## src/rtl/seg7_scan_display_if.sv

```systemverilog
// rtl/seg7_scan_display_if.sv - datapath-side inputs and display-side outputs of the 7-segment scanner
interface seg7_scan_display_if;
  logic [31:0] PC_Counter;
  logic [31:0] Reg_Write;
  logic        Sel;
  logic [7:0]  An;
  logic [6:0]  Seg;
  logic        Dp;
  logic        Frame;

  modport master (
    output PC_Counter, Reg_Write, Sel,
    input  An, Seg, Dp, Frame
  );

  modport slave (
    input  PC_Counter, Reg_Write, Sel,
    output An, Seg, Dp, Frame
  );
endinterface

```

## src/rtl/seg7_scan_display.sv

```systemverilog
// rtl/seg7_scan_display.sv - per-frame snapshot of PC or write-back data scanned onto 8 hex digits
// Optional: LEADING_ZERO_BLANK_EN blanks leading zero digits above digit 0.
module seg7_scan_display #(
  parameter int REFRESH_DIV = 100000
) (
  input logic              Clk,
  input logic              Reset,
  seg7_scan_display_if.slave bus
);
  localparam int DW = (REFRESH_DIV > 1) ? $clog2(REFRESH_DIV) : 1;
  localparam logic [DW-1:0] DIV_LAST = DW'(REFRESH_DIV - 1);

  logic [DW-1:0] div;
  logic [2:0]    idx;
  logic          lit;
  logic          primed;
  logic [31:0]   snap;
  logic          src_pc;

  logic          tick;
  logic          frame_end;
  logic          load;
  logic [2:0]    idx_next;
  logic [31:0]   snap_next;
  logic          src_pc_next;
  logic [3:0]    nib;
  logic [6:0]    seg_next;

  function automatic logic [6:0] hex7(input logic [3:0] v);
    case (v)
      4'h0: hex7 = 7'h40;
      4'h1: hex7 = 7'h79;
      4'h2: hex7 = 7'h24;
      4'h3: hex7 = 7'h30;
      4'h4: hex7 = 7'h19;
      4'h5: hex7 = 7'h12;
      4'h6: hex7 = 7'h02;
      4'h7: hex7 = 7'h78;
      4'h8: hex7 = 7'h00;
      4'h9: hex7 = 7'h10;
      4'hA: hex7 = 7'h08;
      4'hB: hex7 = 7'h03;
      4'hC: hex7 = 7'h46;
      4'hD: hex7 = 7'h21;
      4'hE: hex7 = 7'h06;
      default: hex7 = 7'h0E;
    endcase
  endfunction

  // lit stays low until the first tick so that tick shows digit 0 rather than advancing past it
  always_comb begin
    tick        = (div == DIV_LAST);
    frame_end   = tick && lit && (idx == 3'd7);
    load        = !primed || frame_end;
    idx_next    = (tick && lit) ? idx + 3'd1 : idx;
    snap_next   = load ? (bus.Sel ? bus.PC_Counter : bus.Reg_Write) : snap;
    src_pc_next = load ? bus.Sel : src_pc;
    nib         = snap_next[{idx_next, 2'b00} +: 4];
    seg_next    = hex7(nib);
`ifdef LEADING_ZERO_BLANK_EN
    if ((idx_next != 3'd0) && ((snap_next >> {idx_next, 2'b00}) == 32'd0))
      seg_next = 7'h7F;
`else
`endif
  end

  always_ff @(posedge Clk) begin
    if (Reset) begin
      div       <= '0;
      idx       <= 3'd0;
      lit       <= 1'b0;
      primed    <= 1'b0;
      snap      <= 32'd0;
      src_pc    <= 1'b0;
      bus.An    <= 8'hFF;
      bus.Seg   <= 7'h7F;
      bus.Dp    <= 1'b1;
      bus.Frame <= 1'b0;
    end else begin
      div       <= tick ? '0 : div + 1'b1;
      primed    <= 1'b1;
      snap      <= snap_next;
      src_pc    <= src_pc_next;
      bus.Frame <= frame_end;
      if (tick) begin
        lit     <= 1'b1;
        idx     <= idx_next;
        bus.An  <= ~(8'b1 << idx_next);
        bus.Seg <= seg_next;
        bus.Dp  <= !((idx_next == 3'd0) && src_pc_next);
      end
    end
  end
endmodule
```

## src/flat_wrapper.sv

```systemverilog
// flat-port wrapper written by rule: the top's interface ports become plain ports
module seg7_scan_display_flat 
#(
  parameter int REFRESH_DIV = 100000
)
  (Clk, Reset, bus_PC_Counter, bus_Reg_Write, bus_Sel, bus_An, bus_Seg, bus_Dp, bus_Frame);
  seg7_scan_display_if bus_i ();
  input logic Clk;
  input logic Reset;
  input wire logic [$bits(bus_i.PC_Counter)-1:0] bus_PC_Counter;
  input wire logic [$bits(bus_i.Reg_Write)-1:0] bus_Reg_Write;
  input wire logic [$bits(bus_i.Sel)-1:0] bus_Sel;
  output wire logic [$bits(bus_i.An)-1:0] bus_An;
  output wire logic [$bits(bus_i.Seg)-1:0] bus_Seg;
  output wire logic [$bits(bus_i.Dp)-1:0] bus_Dp;
  output wire logic [$bits(bus_i.Frame)-1:0] bus_Frame;
  assign bus_i.PC_Counter = bus_PC_Counter;
  assign bus_i.Reg_Write = bus_Reg_Write;
  assign bus_i.Sel = bus_Sel;
  assign bus_An = bus_i.An;
  assign bus_Seg = bus_i.Seg;
  assign bus_Dp = bus_i.Dp;
  assign bus_Frame = bus_i.Frame;
  seg7_scan_display #(.REFRESH_DIV(REFRESH_DIV)) u_core (.Clk(Clk), .Reset(Reset), .bus(bus_i));
endmodule
```

## config.mk

```make
export PLATFORM = sky130hd
export DESIGN_NAME = seg7_scan_display_flat
export DESIGN_NICKNAME = d
export VERILOG_FILES = /design/src/rtl/seg7_scan_display_if.sv /design/src/rtl/seg7_scan_display.sv /design/src/flat_wrapper.sv
export SDC_FILE = /design/constraint.sdc
export NUM_CORES = 1
export LEC_CHECK = 0
export CORE_AREA = 4 4 107 109
export CTS_BUF_LIST = sky130_fd_sc_hd__clkbuf_2
export DETAILED_ROUTE_END_ITERATION = 10
export DIE_AREA = 0 0 111 113
export GPL_TIMING_DRIVEN = 0
export PLACE_DENSITY = 0.7
export SLEW_MARGIN = 20
export SYNTH_ARGS = -nofsm -noshare
export SYNTH_HDL_FRONTEND = slang
export SYNTH_SLANG_ARGS = --single-unit
```

## constraint.sdc

```tcl
create_clock -name Clk -period 4.7 [get_ports Clk]
set_input_delay 0.94 -clock Clk [delete_from_list [all_inputs] [get_ports Clk]]
set_output_delay 0.94 -clock Clk [all_outputs]
set_load 0.005 [all_outputs]
```

==> Word-level counts from Yosys, hierarchy flattened <==
Memory sizes are Yosys's and may differ from the RTL's. A register that Yosys moved wholly into a read port is not among the register bits.
Index checks and enable logic that the tools add are counted.
W data, S select, Z words.
{ "op_classes": {"addsub": 2, "n_mul": 0, "n_div": 0, "magnitude_cmp": 0, "n_eq_ne": 2, "n_shift": 2, "mux": 5, "n_bitwise": 1, "reduce_logical": 8} }
{ "op_table": {"columns": ["operator", "n"], "rows": [
  ["$mux W32", 2],
  ["$shiftx A32 B6 Y4", 1],
  ["$add A17 B1 Y17 const B", 1],
  ["$eq A17 B17 Y1 const B", 1],
  ["$not A8 Y8", 1],
  ["$shl A1 B3 Y8 const A", 1],
  ["$add A3 B1 Y3 const B", 1],
  ["$eq A3 B3 Y1 const B", 1],
  ["$logic_and A1 B1 Y1", 3],
  ["$logic_not A3 Y1", 1],
  ["$mux W3", 1],
  ["$logic_not A1 Y1", 2],
  ["$mux W1", 2],
  ["$reduce_or A2 Y1", 1],
  ["$logic_or A1 B1 Y1", 1]
]} }
{ "word_totals": {"ff_bits": 65, "latch_bits": 0, "ramBits": 0, "mem_bits_ro": 112, "input_bits": 67, "mem_count": 1} }
{ "memory_table": {"columns": ["memory", "words", "width", "rd", "rd_ports_with_merged_regs", "wr", "line", "rtl"], "rows": [
  ["(no name shown)", 16, 7, 1, 1, 0, "seg7_scan_display.sv:30", "case (v)"]
]} }

==> Logic depth before layout (Yosys ltp) <==
{ "depth": {"ltp_word": 7, "mapped_depth": 15, "depth_no_buf": 14} }

==> Worst setup path after synthesis <==
Ideal clock, no wire load.
{ "synth_timing": {"kind": "input to register", "startpoint": "input port bus_Sel", "endpoint": "register u_core.bus.Seg[3]", "setup_ns": 0.069, "arrival_ns": 3.779, "path_slack_ns": 0.852, "cell_stages": 12, "path_buffers": 3, "path_cell_list": "clkbuf_1 -> clkbuf_1 -> buf_2 -> mux2_2 -> mux2i_1 -> a21oi_1 -> a2111oi_0 -> a31oi_1 -> inv_1 -> ha_1 -> mux4_2 -> o21ai_1"} }
{ "synth_between": {"elab_chain_len": 3} }
{ "synth_rtl": {"columns": ["item", "line", "rtl"], "rows": [
  ["start: declaration", "flat_wrapper.sv:12", "input wire logic [$bits(bus_i.Sel)-1:0] bus_Sel;"],
  ["$mux W32 (2 in a row)", "seg7_scan_display.sv:56", "snap_next = load ? (bus.Sel ? bus.PC_Counter : bus.Reg_Write) : snap;"],
  ["$shiftx A32 B6 Y4", "seg7_scan_display.sv:58", "nib = snap_next[{idx_next, 2'b00} +: 4];"],
  ["end: declaration", "seg7_scan_display_if.sv:18", "output An, Seg, Dp, Frame"]
]} }
Every way passes these cells.
A chain may end at the register's enable or synchronous reset.

==> Final worst setup path <==
{ "layout_timing": {"startpoint": "register u_core.primed", "endpoint": "register u_core.bus.Seg[3]"} }
{ "layout_between": {"elab_chain_len": 4} }
{ "layout_rtl": {"columns": ["item", "line", "rtl"], "rows": [
  ["start: declaration", "seg7_scan_display.sv:16", "logic primed;"],
  ["start signal: assignment", "seg7_scan_display.sv:72", "primed <= 1'b0;"],
  ["start signal: assignment", "seg7_scan_display.sv:81", "primed <= 1'b1;"],
  ["$logic_not A1 Y1", "seg7_scan_display.sv:54", "load = !primed || frame_end;"],
  ["$logic_or A1 B1 Y1", "seg7_scan_display.sv:54", null],
  ["$mux W32", "seg7_scan_display.sv:56", null],
  ["$shiftx A32 B6 Y4", "seg7_scan_display.sv:58", null]
]} }
Every way passes these cells.

==> impl_metrics.env <==
export IMPL_r2r_start="u_core.primed$_DFF_P_"
export IMPL_maxCapViolations=0
export IMPL_worstSetupPathType="reg2reg"
export IMPL_synth_area_per_cell_um2=8.65
export IMPL_synthTopCellsByCount="dfxtp_1, nor2_1, mux2_2"
export IMPL_start_kind="register"
export IMPL_core_um2=10600
export IMPL_yosys_top_cells_area="dfxtp_1, mux2_2, nor2_1"
export IMPL_post_route_period_util_pct=87.3
export IMPL_cts_root_buffer_cell="clkbuf_2"
export IMPL_critPathArrivalTime_ns=4.55
export IMPL_dieArea_um2=12500
export IMPL_gr_total_overflow=0
export IMPL_finalNetCount=649
export IMPL_gp_congestion=0.883
export IMPL_grt_pass1_wl_um=19100
export IMPL_area_growth_pct=27.9
export IMPL_dieWidth_um=111
export IMPL_clk_latency_ns=0.53
export IMPL_final_setup_skew_ns=0.0381
export IMPL_yosysMostFrequentCell="dfxtp_1"
export IMPL_slew_violations=0
export IMPL_post_cts_buffers=0
export IMPL_synthFlopType="dfxtp_1"
export IMPL_die_height_um=113
export IMPL_worstPathMaxFanout=10
export IMPL_hp_class="reg2reg"
export IMPL_grt_total_usage_pct=18.3
export IMPL_min_period_ns=4.10
export IMPL_numCtsBuffers=9
export IMPL_drc=0
export IMPL_start_util_pct=39.2
export IMPL_row_count=38
export IMPL_hp_start="u_core.div[0]$_SDFF_PP0_"
export IMPL_ys_ff_latch=72
export IMPL_setup_viol=0
export IMPL_async_flop_share_pct=0
export IMPL_ff_latch_area_um2=1440
export IMPL_leakagePower_nw=1.99
export IMPL_layout_drive_gt1_share_pct=12.3
export IMPL_fillers=1019
export IMPL_yosysWarnings=0
export IMPL_port_buffers=82
export IMPL_htree_levels=3
export IMPL_end_kind="register"
export IMPL_cts_num_sinks=72
export IMPL_crit_required_ns=5.14
export IMPL_postLayoutCellArea_um2=5310
export IMPL_grt_max_degree=14
export IMPL_synth_edf_count=0
export IMPL_firstDrtPassIters=6
export IMPL_ir_drop_mv=0.126
export IMPL_multi_input_area_um2=2490
export IMPL_postCtsResizedCells=0
export IMPL_status="complete, no violations"
export IMPL_syn_area_um2=4150
export IMPL_synth_area_leader_cell="dfxtp_1"
export IMPL_finalPower_mw=1.33
export IMPL_ant_nets=0
export IMPL_diodes=0
export IMPL_dp_hpwl_um=8430
export IMPL_path_clk_slew_ns=0.20
export IMPL_dpl_cell_area_um2=5150
export IMPL_worstSetupStartpoint="u_core.primed$_DFF_P_"
export IMPL_drt_iter0_markers=240
export IMPL_relSlewSlack_pct=56.6
export IMPL_antenna_found_initial=0
export IMPL_yosysUniqueCellTypes=54
export IMPL_seq_area_frac_synth_pct=34.7
export IMPL_wl_per_cell_um=15.8
export IMPL_vias=3949
export IMPL_tns_ns=0
export IMPL_hold_buffers=0
export IMPL_tightest_slew_ns=0.633
export IMPL_boundaryPins=84
export IMPL_clock_path_buffers=2
export IMPL_max_freq_ghz=0.244
export IMPL_whs_ns=0.484
export IMPL_grt_pass1_vias=3989
export IMPL_cts_tree="built"
export IMPL_rsz0062_at_grt="false"
export IMPL_synth_cells=480
export IMPL_hold_viol=0
export IMPL_drt_total_wl_um=11400
export IMPL_via_per_inst=5.50
export IMPL_synth_top_cell_area_share_pct=34.7
export IMPL_p_per_area_nw_per_um2=250
export IMPL_synth_fp_nets=556
metrics by stage:
| stage | util [%] | std cells | setup slack, ns |
|---|---|---|---|
| 4_1_cts | 50.1 | 718 | 0.601 |
| 3_3_place_gp | 48.6 | 702 | 0.121 |
| 6_report | 50.1 | 718 | 0.596 |
| 5_1_grt | 50.1 | 718 | 0.185 |
| 3_5_place_dp | 48.6 | 702 | 0.0633 |
| 2_1_floorplan | - | 480 | 0.852 |
per-layer routing:
layer | vias to the layer above | share of wire, % | global-route usage, %
met4 | 0 | 2.0 | 6.98
met2 | 140 | 47 | 30.5
li1 | 1930 | - | -
met5 | - | 0 | 0
met3 | 19 | 6.2 | 3.21
met1 | 1860 | 45 | 23.8
worst paths after layout:
check / to / slack [ns] / cells after the start
setup / recovery: u_core.bus.Seg[3]$_SDFFE_PP1N_ / 0.60 / 11
hold / removal: u_core.div[0]$_SDFF_PP0_ / 0.48 / 1
setup reg to reg: u_core.bus.Seg[3]$_SDFFE_PP1N_ / 0.60 / 11
hold reg to reg: u_core.div[0]$_SDFF_PP0_ / 0.48 / 1
cell type report:
cell class | count | area share, %
clock buffers | 9 | 0.848
inverters | 10 | 0.707
well taps | 140 | 3.30
multi-input cells | 364 | 46.8
plain buffers | 34 | 3.49
clock inverters | 7 | 2.24
repair buffers | 82 | 15.4
flip-flops and latches | 72 | 27.1
power breakdown:
group / leakage [nW] / switching, mW / internal [mW]
sequential: 0.590 / 0.00800 / 0.635
combinational: 1.31 / 0.0977 / 0.116
clock: 0.0901 / 0.240 / 0.230
total: 1.99 / 0.346 / 0.981
worst max-delay path, stage by stage, from the launching register on:
cell and delay [ns]:
dfxtp_1 0.60, clkbuf_1 0.44, clkbuf_1 0.42, buf_1 0.43, o2bb2ai_1 0.18, a211oi_1 0.20, nor4_1 0.07, mux2i_1 0.52
inv_1 0.21, ha_1 0.35, mux4_2 0.48, o21ai_1 0.13
cells by family (layout without fill, tap and decap cells):
family          Yosys count  after routing  share of synthesized area, %
flops                    72             72                          34.7
buf+inv                  44            142                          5.36
simple gates            184            184                          22.9
compound gates          108            108                          18.3
xor+xnor                 15             15                          3.16
mux                      48             48                          12.8
fa+ha+maj                 9              9                          2.71
state kept, by name, summed over array words and instances, names as in the netlist:
name              count
u_core.snap          32
u_core.div           17
u_core.bus.An         8
u_core.bus.Seg        7
u_core.idx            3
u_core.bus.Dp         1
u_core.bus.Frame      1
u_core.lit            1
u_core.primed         1
u_core.src_pc         1
layout by cell type (no fill, tap or decap), drive strengths merged, types with 4 or more instances in the layout:
| master | n |
|---|---|
| a21oi | 31 |
| buf | 15 |
| nor3 | 25 |
| o21ai | 15 |
| xor2 | 11 |
| nand4 | 9 |
| xnor2 | 4 |
| inv | 10 |
| nand2b | 23 |
| clkdlybuf4s50 | 82 |
| mux2i | 15 |
| nor2 | 56 |
| clkbuf | 28 |
| nor4 | 5 |
| and3 | 5 |
| nand2 | 26 |
| dfxtp | 72 |
| mux2 | 32 |
| and2 | 7 |
| ha | 9 |
| o2bb2ai | 22 |
| a211oi | 22 |
| nand3 | 14 |
| o211ai | 4 |
(Power assumes the default switching activity.)
